**src/rtl/pll_supervisor.sv**
```systemverilog
// Sequences an iCE40 PLL from the 12 MHz reference: resets it, waits for lock with
// timeout and retries, qualifies lock stability, then releases the 33 MHz core reset.
module pll_supervisor #(
    parameter int RST_CYCLES    = 16,
    parameter int LOCK_TIMEOUT  = 1200,
    parameter int STABLE_CYCLES = 256,
    parameter int MAX_RETRIES   = 8,
    parameter int CNT_W         = 16
) (
    input  logic       clock_in,
    input  logic       reset_n,
    input  logic       locked,
    input  logic       restart,
    output logic       pll_resetb,
    output logic       core_reset_n,
    output logic       running,
    output logic       fault,
    output logic [2:0] state,
    output logic [3:0] retry_count,
    output logic [7:0] loss_count
);

    typedef enum logic [2:0] {
        PLL_RST   = 3'd0,
        WAIT_LOCK = 3'd1,
        STABLE    = 3'd2,
        RUN       = 3'd3,
        LOST      = 3'd4,
        FAULT     = 3'd5
    } state_t;

    localparam logic [CNT_W-1:0] RST_LAST     = CNT_W'(RST_CYCLES - 1);
    localparam logic [CNT_W-1:0] TIMEOUT_LAST = CNT_W'(LOCK_TIMEOUT - 1);
    localparam logic [CNT_W-1:0] STABLE_LAST  = CNT_W'(STABLE_CYCLES - 1);

    state_t           state_reg, state_next;
    logic [CNT_W-1:0] cnt_reg, cnt_next;
    logic [3:0]       retry_reg, retry_next;
    logic [7:0]       loss_reg, loss_next;
    logic             sync1_reg, lock_s_reg;
    logic             pll_resetb_reg, core_reset_n_reg, running_reg, fault_reg;

    logic [4:0]       retry_inc;
    logic [3:0]       retry_sat;
    logic             retry_exhausted;
    logic             fail;

    assign retry_inc       = {1'b0, retry_reg} + 5'd1;
    assign retry_sat       = (retry_reg == 4'hF) ? 4'hF : retry_inc[3:0];
    assign retry_exhausted = ({27'd0, retry_inc} >= 32'(MAX_RETRIES));

    always_comb begin
        state_next = state_reg;
        cnt_next   = cnt_reg;
        retry_next = retry_reg;
        loss_next  = loss_reg;
        fail       = 1'b0;

        // A lock loss in RUN is tallied even when restart overrides the transition.
        if (state_reg == RUN && !lock_s_reg && loss_reg != 8'hFF)
            loss_next = loss_reg + 8'd1;

        if (restart) begin
            state_next = PLL_RST;
            cnt_next   = '0;
            retry_next = '0;
        end else begin
            case (state_reg)
                PLL_RST: begin
                    if (cnt_reg == RST_LAST) begin
                        state_next = WAIT_LOCK;
                        cnt_next   = '0;
                    end else begin
                        cnt_next = cnt_reg + 1'b1;
                    end
                end
                WAIT_LOCK: begin
                    if (lock_s_reg) begin
                        state_next = STABLE;
                        cnt_next   = '0;
                    end else if (cnt_reg == TIMEOUT_LAST) begin
                        fail = 1'b1;
                    end else begin
                        cnt_next = cnt_reg + 1'b1;
                    end
                end
                STABLE: begin
                    if (!lock_s_reg) begin
                        fail = 1'b1;
                    end else if (cnt_reg == STABLE_LAST) begin
                        state_next = RUN;
                        cnt_next   = '0;
                        retry_next = '0;
                    end else begin
                        cnt_next = cnt_reg + 1'b1;
                    end
                end
                RUN: begin
                    if (!lock_s_reg)
                        state_next = LOST;
                end
                LOST: begin
                    state_next = PLL_RST;
                    cnt_next   = '0;
                end
                FAULT: state_next = FAULT;
                default: begin
                    state_next = PLL_RST;
                    cnt_next   = '0;
                end
            endcase

            if (fail) begin
                retry_next = retry_sat;
                cnt_next   = '0;
                state_next = retry_exhausted ? FAULT : PLL_RST;
            end
        end
    end

    // Outputs are decoded from the next state so they change on the same edge as state.
    always_ff @(posedge clock_in or negedge reset_n) begin
        if (!reset_n) begin
            state_reg        <= PLL_RST;
            cnt_reg          <= '0;
            retry_reg        <= '0;
            loss_reg         <= '0;
            sync1_reg        <= 1'b0;
            lock_s_reg       <= 1'b0;
            pll_resetb_reg   <= 1'b0;
            core_reset_n_reg <= 1'b0;
            running_reg      <= 1'b0;
            fault_reg        <= 1'b0;
        end else begin
            state_reg        <= state_next;
            cnt_reg          <= cnt_next;
            retry_reg        <= retry_next;
            loss_reg         <= loss_next;
            sync1_reg        <= locked;
            lock_s_reg       <= sync1_reg;
            pll_resetb_reg   <= (state_next != PLL_RST) && (state_next != FAULT);
            core_reset_n_reg <= (state_next == RUN);
            running_reg      <= (state_next == RUN);
            fault_reg        <= (state_next == FAULT);
        end
    end

    assign pll_resetb   = pll_resetb_reg;
    assign core_reset_n = core_reset_n_reg;
    assign running      = running_reg;
    assign fault        = fault_reg;
    assign state        = state_reg;
    assign retry_count  = retry_reg;
    assign loss_count   = loss_reg;

endmodule

```
**config.mk**
```make
export PLATFORM = sky130hd
export DESIGN_NAME = pll_supervisor
export DESIGN_NICKNAME = d
export VERILOG_FILES = /design/src/rtl/pll_supervisor.sv
export SDC_FILE = /design/constraint.sdc
export NUM_CORES = 1
export LEC_CHECK = 0
export CAP_MARGIN = 10
export CORE_MARGIN = 4
export CORE_UTILIZATION = 30
export CTS_BUF_LIST = sky130_fd_sc_hd__clkbuf_16
export DETAILED_ROUTE_END_ITERATION = 8
export PLACE_DENSITY_LB_ADDON = 0.05
export SYNTH_ARGS = -nofsm -noshare
export SYNTH_HDL_FRONTEND = slang
export SYNTH_SLANG_ARGS = --single-unit
export TNS_END_PERCENT = 10
```
**constraint.sdc**
```tcl
create_clock -name clock_in -period 2.9 [get_ports clock_in]
set_clock_uncertainty 0.15 [all_clocks]
set_input_delay 0.58 -clock clock_in [delete_from_list [all_inputs] [get_ports clock_in]]
set_output_delay 0.58 -clock clock_in [all_outputs]
set_load 0.1 [all_outputs]
```
# Yosys cells after proc, flatten, opt, wreduce, memory -nomap -nowiden
# Cells that the tools add are included.
dict set report op_classes {
  n_reduce_logical 12
  muxes 28
  n_eq_ne 15
  order_cmp 1
  n_addsub 3
}
# operator count
set ops {}
lappend ops {{$mux W16} 7}
lappend ops {{$pmux W16 S4} 1}
lappend ops {{$mux W3} 8}
lappend ops {{$mux W4} 6}
lappend ops {{$add A16 B1 Y16 const B} 1}
lappend ops {{$eq A16 B11 Y1 const B} 1}
lappend ops {{$eq A16 B4 Y1 const B} 1}
lappend ops {{$eq A16 B8 Y1 const B} 1}
lappend ops {{$pmux W3 S5} 1}
lappend ops {{$reduce_bool A3 Y1} 4}
lappend ops {{$eq A3 B2 Y1 const B} 3}
lappend ops {{$add A8 B1 Y8 const B} 1}
lappend ops {{$ne A8 B8 Y1 const B} 1}
lappend ops {{$eq A3 B3 Y1 const B} 2}
lappend ops {{$reduce_and A3 Y1} 2}
lappend ops {{$add A4 B1 Y5 const B} 1}
lappend ops {{$ge A5 B4 Y1 const B} 1}
lappend ops {{$ne A5 B5 Y1 const B} 1}
lappend ops {{$eq A4 B4 Y1 const B} 1}
lappend ops {{$mux W1} 4}
lappend ops {{$ne A4 B4 Y1 const B} 1}
lappend ops {{$eq A3 B1 Y1 const B} 1}
lappend ops {{$logic_and A1 B1 Y1} 3}
lappend ops {{$logic_not A3 Y1} 1}
lappend ops {{5 further kinds} 5}
dict set report word_totals {
  register_bits 36
  elab_cells 68
  out_inout_bits 19
  input_bits 4
}

# Logic depth before layout (Yosys ltp)
# Gate-level depths: netlist of run 1.
dict set report depth {
  depth_word 9
  depth_mapped 8
  ltp_nobuf 6
}

# Worst setup path before layout of run 1
# Ideal clock, no wire load.
dict set report synth_timing {
  path_kind {reg2reg}
  from {reg state_reg[1], in the netlist state[1]}
  to {reg cnt_reg[8]}
  path_slack_ns 0.362
  arrival_time_ns 2.262
  synth_period_minus_slack_ns 2.538
  n_path_buf 1
  required_ns 2.624
  setup_ns 0.126
  stages_incl_launch_ff 7
  path_cell_list {dfrtp_1 > buf_6 > nor4b_1 > nor3_1 > a21bo_4 > a21oi_4 > a221o_1}
}
dict set report synth_between {
  elab_chain_cells 5
  elab_cells_between_ends 15
  classes_between {7 x eq/ne; 5 x mux; 3 x reduce/logical}
}
# item line_no
set synth_rtl {}
lappend synth_rtl {{start: declaration} 36} ;# state_t state_reg, state_next;
lappend synth_rtl {{start signal: assignment} 135} ;# state_reg <= state_next;
lappend synth_rtl {{$eq A3 B2 Y1 (tied with other cells)} 68} ;# case (state_reg)
lappend synth_rtl {{$pmux W1 S2 or $reduce_or A2 Y1 (tied branches)} n/a}
lappend synth_rtl {{$mux W1 or $pmux W16 S4 (tied branches)} {63, 68}}
lappend synth_rtl {{$ne A5 B5 Y1 (no source line) (tied with other cells)} n/a}
lappend synth_rtl {{$reduce_and A3 Y1 (no source line) or $mux W16 (tied branches)} n/a}
lappend synth_rtl {{end signal: assignment} 136} ;# cnt_reg <= cnt_next;
lappend synth_rtl {{end: declaration} 37} ;# logic [CNT_W-1:0] cnt_reg, cnt_next;
# Several ways; a longest one is shown, not always the timed one. The select of a mux whose other input is x is not followed.
# A chain may end at the register's enable or synchronous reset.

# Worst setup path in the final report of run 1
dict set report layout_timing {
  from {reg cnt_reg[0]}
  to {reg state_reg[0], in the netlist state[0]}
}
dict set report layout_between {
  elab_chain_cells 7
  elab_cells_between_ends 13
  classes_between {3 x eq/ne; 10 x mux}
}
# item line_no
set layout_rtl {}
lappend layout_rtl {{$eq A16 B11 Y1} 81} ;# end else if (cnt_reg == TIMEOUT_LAST) begin
lappend layout_rtl {{$mux W1} 81}
lappend layout_rtl {{$mux W1} 78} ;# if (lock_s_reg) begin
lappend layout_rtl {{$pmux W1 S2} 68}
lappend layout_rtl {{$mux W1} 63} ;# if (restart) begin
lappend layout_rtl {{$mux W3 (*)} 113} ;# if (fail) begin
lappend layout_rtl {{$mux W3 (*)} 63}
lappend layout_rtl {{via state_next[0]} 36}
# The timed path passes the listed nets; every way through them passes the cells marked *. The select of a mux whose other input is x is not followed.

==> results.sh, run 1 <==
export IMPL_status="completed"
export IMPL_core_area_mm2=0.00725
export IMPL_timing_final_crit_share_pct=85.6
export IMPL_worst_hold_startpoint="sync1_reg"
export IMPL_path_max_fanout=8
export IMPL_hold_end="lock_s_reg"
export IMPL_grt_max_degree=37
export IMPL_synth_cells=219
export IMPL_syn2layout_area_growth_pct=16.4
export IMPL_grt_pass1_vias=1717
export IMPL_synth_net_count=227
export IMPL_die_h_um=94.3
export IMPL_fin_nets=249
export IMPL_ys_top_cells_by_area="dfrtp_1 40%, nand2_1 4.0%, o211ai_1 2.7%"
export IMPL_finalSetupViolations=0
export IMPL_async_flop_share_pct=100
export IMPL_cp_data_arrival_time_ps=2500
export IMPL_finalPower_uw=1100
export IMPL_hold_viol=0
export IMPL_p_comb_share_pct=4.2
export IMPL_sw_frac_of_total_pct=23.6
export IMPL_viasPerCell=5.36
export IMPL_max_cap_violations=0
export IMPL_pre_cts_slack_ps=382
export IMPL_cts_tree="done"
export IMPL_final_setup_tns_ps=0
export IMPL_dr_total_vias=1828
export IMPL_dpl_cell_count=333
export IMPL_ff2ff_path_depth=6
export IMPL_hp_class="register to register"
export IMPL_grt_pass1_wl_um=9060
export IMPL_powerDensity_mw_per_mm2=423
export IMPL_slew_headroom_pct=44.4
export IMPL_wirelength_um=5530
export IMPL_cts_made_buffers=5
export IMPL_synth_most_common_cell="dfrtp_1"
export IMPL_p_seq_share_pct=46.9
export IMPL_m1WireLength_um=2770
export IMPL_rsz0062_at_grt="no"
export IMPL_gp_routability_congestion=0.769
export IMPL_yosysSeqAreaShare_pct=40.3
export IMPL_power_switching_uw=259
export IMPL_synth_edf_count=0
export IMPL_htreeDepth=2
export IMPL_avgSynthCellArea_um2=10.2
export IMPL_cts_sinks=36
export IMPL_yosys_warnings=0
export IMPL_fill_cells=771
export IMPL_stdcell_count=341
export IMPL_dr_pass1_iters=4
export IMPL_start_kind="register"
export IMPL_gr_total_overflow=0
export IMPL_io_buffers=22
export IMPL_yosys_area_top_type_share_pct=40.3
export IMPL_yosys_top_cells_count="36 x dfrtp_1, 24 x nand2_1, 14 x nor2_1"
export IMPL_clk_pin_slew_ps=60
export IMPL_wl_met2_um=2500
export IMPL_fin_ws_ps=418
export IMPL_clockBufferDepth=2
export IMPL_crit_required_ps=2910
export IMPL_syn_area_mm2=0.00223
export IMPL_rr_endpoint="state[0]"
export IMPL_cts_repair_resized=0
export IMPL_dieWidth_um=94.3
export IMPL_clock_latency_ps=280
export IMPL_start_util_pct=30.8
export IMPL_route_met3_wl_um=212
export IMPL_antenna_found_initial=0
export IMPL_grtUsageTotal_pct=13.1
export IMPL_largest_reg_flops=16
export IMPL_finalMaxSlewViolations=0
export IMPL_antenna_cells=0
export IMPL_post_cts_buffers=0
export IMPL_num_rows=31
export IMPL_postRouteAntennaNets=0
export IMPL_ys_types=62
export IMPL_drc_errors=0
export IMPL_die_area_mm2=0.00889
export IMPL_r2r_slack_ps=420
export IMPL_hpwl_um=3870
export IMPL_clock_root_buffer="clkbuf_16"
export IMPL_rr_startpoint="cnt_reg[0]"
export IMPL_critPathCaptureType="register"
export IMPL_critPathKind="register to register"
export IMPL_finalCriticalPeriod_ps=2480
export IMPL_yosysTopAreaCell="dfrtp_1"
export IMPL_max_slew_worst_pin_slew_ps=834
export IMPL_drive_above_1_share_pct=21.5
export IMPL_final_util_pct=35.8
export IMPL_p_int_uw=839
export IMPL_wl_per_cell_um=16.2
export IMPL_max_freq_ghz=0.403
export IMPL_leakage_uw=0.00110
export IMPL_cts_hold_buf=0
export IMPL_synth_seq_cells=36
export IMPL_whs_path_depth=0
export IMPL_synth_flop_cell="dfrtp_1"
export IMPL_routed_top_layer="met4"
export IMPL_startpoint="cnt_reg[0]"
export IMPL_drtIter0Drc=124
export IMPL_ir_drop_v=0.000170
export IMPL_ios=23
export IMPL_clockPowerShare_pct=48.9
-- kinds of logic after synthesis --
group	synth area share (%)
AOI/OAI and AO/OA	25.5
xor gates and xnor gates	3.53
adders and majority gates	2.24
buffers and inverters	5.49
DFF	40.3
muxes	0.504
and+or+nand+nor	22.4
-- cell usage in the layout (no fill, tap or decap), types with 4 or more instances in the layout --
master and count:
dfrtp_1 36, nand2_1 24, buf_4 23, nor2_1 14
nand3_1 11, o211ai_1 8, nor3_1 7, nand4_1 7
inv_1 6, a211oi_1 6, o21ai_0 6, a221o_1 5
xor2_1 5, clkbuf_16 5, and4_1 4, a31oi_1 4
a21oi_1 4, xnor2_1 4, ha_1 4
-- metal layers --
| metal | global-route usage (%) | vias to the layer above |
|---|---|---|
| met5 | 0 | - |
| met4 | 3.97 | 0 |
| met3 | 2.64 | 4 |
| met2 | 19.6 | 37 |
| met1 | 18.9 | 905 |
| li1 | - | 882 |
-- worst max-delay path, cell delays in order (launching register included) --
cell and delay, ps:
dfrtp_1 420, ha_1 270, and3_2 270, and4_1 330
a21oi_1 560, a21boi_0 300, nor2_1 60
-- layout make-up --
cell class / count / area, µm² / area share, %
flip-flops and latches: 36 / 901 / 34.7
well taps: 99 / 124 / 4.77
repair buffers: 26 / 198 / 7.61
clock inverters: 3 / 18.8 / 0.722
multi-input cells: 166 / 1210 / 46.6
inverters: 6 / 22.5 / 0.867
clock buffers: 5 / 125 / 4.81
-- how the worst max path moves through the flow --
stage / cells past startpoint / end
2_1_floorplan: 6 / cnt_reg[8]
3_3_place_gp: 6 / state[0]
3_5_place_dp: 5 / cnt_reg[2]
4_1_cts: 6 / running
5_1_grt: 6 / running
6_report: 6 / state[0]
-- power groups by stage --
| stage | sequential, µW | combinational [µW] | clock [µW] |
|---|---|---|---|
| after floorplan | 526 | 22.5 | 0 |
| after global placement | 524 | 48.1 | 0 |
| after detailed placement | 524 | 48.2 | 0 |
| after CTS | 515 | 48.3 | 555 |
| after global routing | 516 | 52.5 | 579 |
| final | 515 | 46.6 | 537 |
-- metrics by stage --
stage / hold WS [ps] / instance area, µm²
4_1_cts: 199 / 2600
3_3_place_gp: 182 / 2450
6_report: 197 / 2600
2_1_floorplan: 134 / 2230
3_5_place_dp: 185 / 2450
5_1_grt: 220 / 2600
Power figures use the tool's default switching activity.
==> run 2, diff against run 1 <==
CORE_UTILIZATION = 57   (was 30)
==> run 2 against run 1 <==
Register-to-register slack worse by 170 ps. First-iteration DRC count is 10% higher. Worst setup slack worse by 170 ps. Sequential share of layout area is 1.1 points higher. Critical path depth stayed put. Total power is 3.8% lower. Non-clock buffer count is 2 lower. Utilization is 32 points higher. Clock-buffer cell count stayed put. Die area is 44% lower. Routed wire length is 11% lower. Highest routed layer unchanged.
==> results.sh, run 2 (synthesized netlist as in run 1, its figures left out) <==
export IMPL_clockBufferDepth=2
export IMPL_grt_most_used_layer="met2"
export IMPL_dr_total_vias=1839
export IMPL_dieWidth_um=70.6
export IMPL_finalCriticalPeriod_ps=2650
export IMPL_r2r_slack_ps=250
export IMPL_cts_repair_resized=0
export IMPL_ir_drop_v=0.000315
export IMPL_leakage_uw=0.00109
export IMPL_finalMaxSlewViolations=0
export IMPL_max_freq_ghz=0.378
export IMPL_antenna_cells=0
export IMPL_grt_util_met1_pct=28.3
export IMPL_post_cts_buffers=0
export IMPL_sw_frac_of_total_pct=21.2
export IMPL_start_util_pct=60.1
export IMPL_powerDensity_mw_per_mm2=420
export IMPL_met3_usage_pct=4.83
export IMPL_viasPerCell=6.39
export IMPL_slew_headroom_pct=44.8
export IMPL_clock_root_buffer="clkbuf_16"
export IMPL_startpoint="cnt_reg[0]"
export IMPL_drc_errors=0
export IMPL_finalInstanceArea_mm2=0.00252
export IMPL_path_max_fanout=17
export IMPL_grtUsageTotal_pct=21.2
export IMPL_layout_commonest_cell="dfrtp_1"
export IMPL_cp_data_arrival_time_ps=2660
export IMPL_postPlaceCellArea_mm2=0.00238
export IMPL_grtUsageMet2_pct=34.0
export IMPL_wl_per_cell_um=17.1
export IMPL_die_h_um=70.6
export IMPL_ff2ff_path_depth=6
export IMPL_p_int_uw=833
export IMPL_start_kind="register"
export IMPL_dr_pass1_iters=5
export IMPL_power_switching_uw=224
export IMPL_critPathCaptureType="register"
export IMPL_hpwl_um=3510
export IMPL_cts_tree="done"
export IMPL_postRouteAntennaNets=0
export IMPL_cts_hold_buf=0
export IMPL_rr_startpoint="cnt_reg[0]"
export IMPL_grt_max_degree=37
export IMPL_htreeDepth=2
export IMPL_fin_nets=247
export IMPL_p_seq_share_pct=48.8
export IMPL_drtIter0Drc=137
export IMPL_pre_cts_slack_ps=307
export IMPL_finalSetupViolations=0
export IMPL_num_rows=22
export IMPL_grt_pass1_wl_um=8490
export IMPL_ios=23
export IMPL_die_area_mm2=0.00498
export IMPL_status="completed"
export IMPL_gr_total_overflow=0
export IMPL_drive_above_1_share_pct=19.2
export IMPL_largest_reg_flops=16
export IMPL_clockPowerShare_pct=46.7
export IMPL_hold_viol=0
export IMPL_fin_ws_ps=252
export IMPL_hp_class="register to register"
export IMPL_cts_sinks=36
export IMPL_core_area_mm2=0.00372
export IMPL_gp_routability_congestion=0.891
export IMPL_syn2layout_area_growth_pct=12.7
export IMPL_final_cell_mix="36 x dfrtp_1, 24 x nand2_1, 21 x buf_4"
export IMPL_p_comb_share_pct=4.5
export IMPL_clk_pin_slew_ps=50
export IMPL_crit_required_ps=2910
export IMPL_clock_latency_ps=270
export IMPL_timing_final_crit_share_pct=91.3
export IMPL_endpoint="cnt_reg[11]"
export IMPL_max_cap_violations=0
export IMPL_max_slew_worst_pin_slew_ps=825
export IMPL_antenna_found_initial=0
export IMPL_rr_endpoint="cnt_reg[11]"
export IMPL_wirelength_um=4920
export IMPL_io_buffers=22
export IMPL_cts_made_buffers=5
export IMPL_final_setup_tns_ps=0
export IMPL_grt_pass1_vias=1801
export IMPL_rsz0062_at_grt="no"
export IMPL_critPathKind="register to register"
-- run 2: layout make-up --
type | count | area (µm²)
clock buffers | 5 | 125
repair buffers | 24 | 188
fillers | 301 | 1200
clock inverters | 3 | 11.3
flip-flops and latches | 36 | 901
multi-input cells | 166 | 1210
inverters | 6 | 22.5
well taps | 48 | 60.1
-- run 2: metrics by stage --
| step | cells | util (%) | hold slack, ps | total power, µW |
|---|---|---|---|---|
| after floorplan | 219 | - | 134 | 549 |
| after global placement | 280 | 64.1 | 187 | 569 |
| after detailed placement | 280 | 64.1 | 190 | 572 |
| after CTS | 288 | 67.7 | 215 | 1070 |
| after global routing | 288 | 67.7 | 226 | 1100 |
| final | 288 | 67.7 | 214 | 1060 |
-- run 2: power groups by stage --
stage          sequential (µW)  clock (µW)  combinational [µW]
2_1_floorplan              526           0                22.5
3_3_place_gp               523           0                46.5
3_5_place_dp               524           0                48.5
4_1_cts                    515         502                48.7
5_1_grt                    516         530                53.4
6_report                   516         493                47.9
-- run 2: how the worst min path moves through the flow --
stage                         start    endpoint  slack (ps)  depth (start not counted)
after floorplan             reset_n  cnt_reg[0]         130                          0
final                     sync1_reg  lock_s_reg         210                          0
after CTS                 sync1_reg  lock_s_reg         220                          0
after global placement    sync1_reg  lock_s_reg         190                          0
after detailed placement  sync1_reg  lock_s_reg         190                          0
after global routing      sync1_reg  lock_s_reg         230                          0
-- run 2: critical path: stages (launching register included) --
cell	delay (ps)
dfrtp_1	410
ha_1	270
and3_2	260
and4_1	310
a211oi_4	760
a2111oi_4	70
a221o_1	290
-- run 2: metal layers --
layer  wire [µm]  vias up  part of all wire, %
li1            -      882                    -
met1        2140      881                   43
met2        2410       69                   49
met3         304        7                  6.2
met4          70        0                  1.4
met5           0        -                    0
==> run 3, diff against run 2 <==
clock period = 3.1 ns   (was 2.9 ns; I/O delays follow)
==> run 3 against run 2 <==
Combinational power is 9.4% lower. Total power is 7.0% lower. Sequential cell count stayed put. Hold slack worse by 2.3 ps. Critical path depth is 1 higher. Via count is 1.3% higher. Utilization is 0.20 points higher. First-iteration DRC count is 4.4% higher. Critical path type unchanged. Global-route usage is 0.35 points higher. Largest power group unchanged. Worst setup slack better by 260 ps.
==> results.sh, run 3 (synthesized netlist as in run 1, its figures left out) <==
export IMPL_gr_total_overflow=0
export IMPL_grtUsageTotal_pct=21.5
export IMPL_rsz0062_at_grt="no"
export IMPL_largest_reg_flops=16
export IMPL_hp_class="register to register"
export IMPL_slowest_delay_ps=620
export IMPL_routed_top_layer="met4"
export IMPL_crit_path_top_delay_cell="a211oi_4"
export IMPL_holdWs_ps=212
export IMPL_drive_above_1_share_pct=19.5
export IMPL_fill_cells=301
export IMPL_cp_data_arrival_time_ps=2610
export IMPL_start_util_pct=60.1
export IMPL_wl_met2_um=2540
export IMPL_grt_pass1_vias=1778
export IMPL_dieWidth_um=70.6
export IMPL_max_cap_violations=0
export IMPL_finalMaxSlewViolations=0
export IMPL_ir_drop_v=0.000302
export IMPL_hold_viol=0
export IMPL_drc_errors=0
export IMPL_final_setup_tns_ps=0
export IMPL_p_comb_share_pct=4.4
export IMPL_finalCriticalPeriod_ps=2590
export IMPL_multiInputGateArea_mm2=0.00121
export IMPL_die_area_mm2=0.00498
export IMPL_m1WireLength_um=2200
export IMPL_power_switching_uw=204
export IMPL_cts_hold_buf=0
export IMPL_max_slew_worst_pin_slew_ps=632
export IMPL_route_met3_wl_um=294
export IMPL_finalSetupViolations=0
export IMPL_cts_sinks=36
export IMPL_core_area_mm2=0.00372
export IMPL_clockPowerShare_pct=46.4
export IMPL_p_int_uw=778
export IMPL_antenna_found_initial=0
export IMPL_pre_cts_slack_ps=372
export IMPL_syn2layout_area_growth_pct=13.1
export IMPL_viasPerCell=6.44
export IMPL_sw_frac_of_total_pct=20.8
export IMPL_ios=23
export IMPL_leakage_uw=0.00109
export IMPL_final_cell_mix="36 x dfrtp_1, 24 x nand2_1, 22 x buf_4"
export IMPL_htreeDepth=2
export IMPL_cts_made_buffers=5
export IMPL_cts_tree="done"
export IMPL_wirelength_um=5070
export IMPL_dr_total_vias=1862
export IMPL_start_kind="register"
export IMPL_clockBufferDepth=2
export IMPL_hpwl_um=3510
export IMPL_timing_final_crit_share_pct=83.6
export IMPL_slew_headroom_pct=57.7
export IMPL_fin_nets=248
export IMPL_cts_repair_resized=0
export IMPL_drtIter0Drc=143
export IMPL_grt_pass1_wl_um=8690
export IMPL_grt_max_degree=37
export IMPL_final_util_pct=67.9
export IMPL_powerDensity_mw_per_mm2=389
export IMPL_status="completed"
export IMPL_crit_path_cell_trace="ha_1 -> and3_2 -> and4_1 -> a211oi_4 -> buf_4 -> nand2_1 -> o311ai_1"
export IMPL_seq_area_um2=901
export IMPL_io_buffers=22
export IMPL_die_h_um=70.6
export IMPL_dr_pass1_iters=4
export IMPL_clk_pin_slew_ps=50
export IMPL_critPathCaptureType="register"
export IMPL_clock_latency_ps=270
export IMPL_layout_commonest_cell="dfrtp_1"
export IMPL_max_freq_ghz=0.386
export IMPL_clock_root_buffer="clkbuf_16"
export IMPL_gp_routability_congestion=0.830
export IMPL_post_cts_buffers=0
export IMPL_num_rows=22
export IMPL_critPathKind="register to register"
export IMPL_postRouteAntennaNets=0
export IMPL_fin_ws_ps=509
export IMPL_crit_required_ps=3120
export IMPL_antenna_cells=0
export IMPL_path_max_fanout=11
export IMPL_finalPower_uw=983
export IMPL_wl_per_cell_um=17.5
export IMPL_p_seq_share_pct=49.1
-- run 3: stage by stage --
step                      cells  instance area (µm²)
after floorplan             219                 2230
after global placement      281                 2390
after detailed placement    281                 2390
after CTS                   289                 2520
after global routing        289                 2520
final                       289                 2520
-- run 3: layer usage --
layer / global-route usage (%) / up-vias
met4: 4.38 / 0
met2: 36.1 / 65
met5: 0 / -
li1: - / 882
met3: 4.12 / 6
met1: 29.3 / 909
-- run 3: cell type report --
| type | count | area share, % |
|---|---|---|
| clock buffer | 5 | 4.96 |
| clock inverter | 3 | 0.446 |
| inverter | 6 | 0.892 |
| multi-input combinational | 166 | 47.9 |
| sequential | 36 | 35.7 |
| tap | 48 | 2.38 |
| timing repair buffer | 25 | 7.73 |
-- run 3: power groups by stage --
stage / sequential (µW) / clock, µW / combinational (µW)
floorplan: 492 / 0 / 21.1
global placement: 490 / 0 / 41.9
detailed placement: 490 / 0 / 43.7
CTS: 483 / 462 / 44.0
global route: 483 / 490 / 48.2
finish: 483 / 456 / 43.4
-- run 3: critical path: cells and delay by family, from the launching register on --
| family | cells | cell delay (ps) |
|---|---|---|
| AOI/OAI and AO/OA | 2 | 720 |
| adders and majority gates | 1 | 280 |
| buffers and inverters | 1 | 250 |
| DFF | 1 | 430 |
| and+or+nand+nor | 3 | 660 |
-- run 3: final timing paths --
path | from | endpoint | slack, ps | depth (start not counted)
worst max-delay path | cnt_reg[0] | cnt_reg[2] | 510 | 7
worst min-delay path | sync1_reg | lock_s_reg | 210 | 0
worst max register to register | cnt_reg[0] | cnt_reg[2] | 510 | 7
worst min register to register | sync1_reg | lock_s_reg | 210 | 0
max in group asynchronous | reset_n | lock_s_reg | 1850 | 2
min in group asynchronous | reset_n | retry_count[3] | 620 | 2
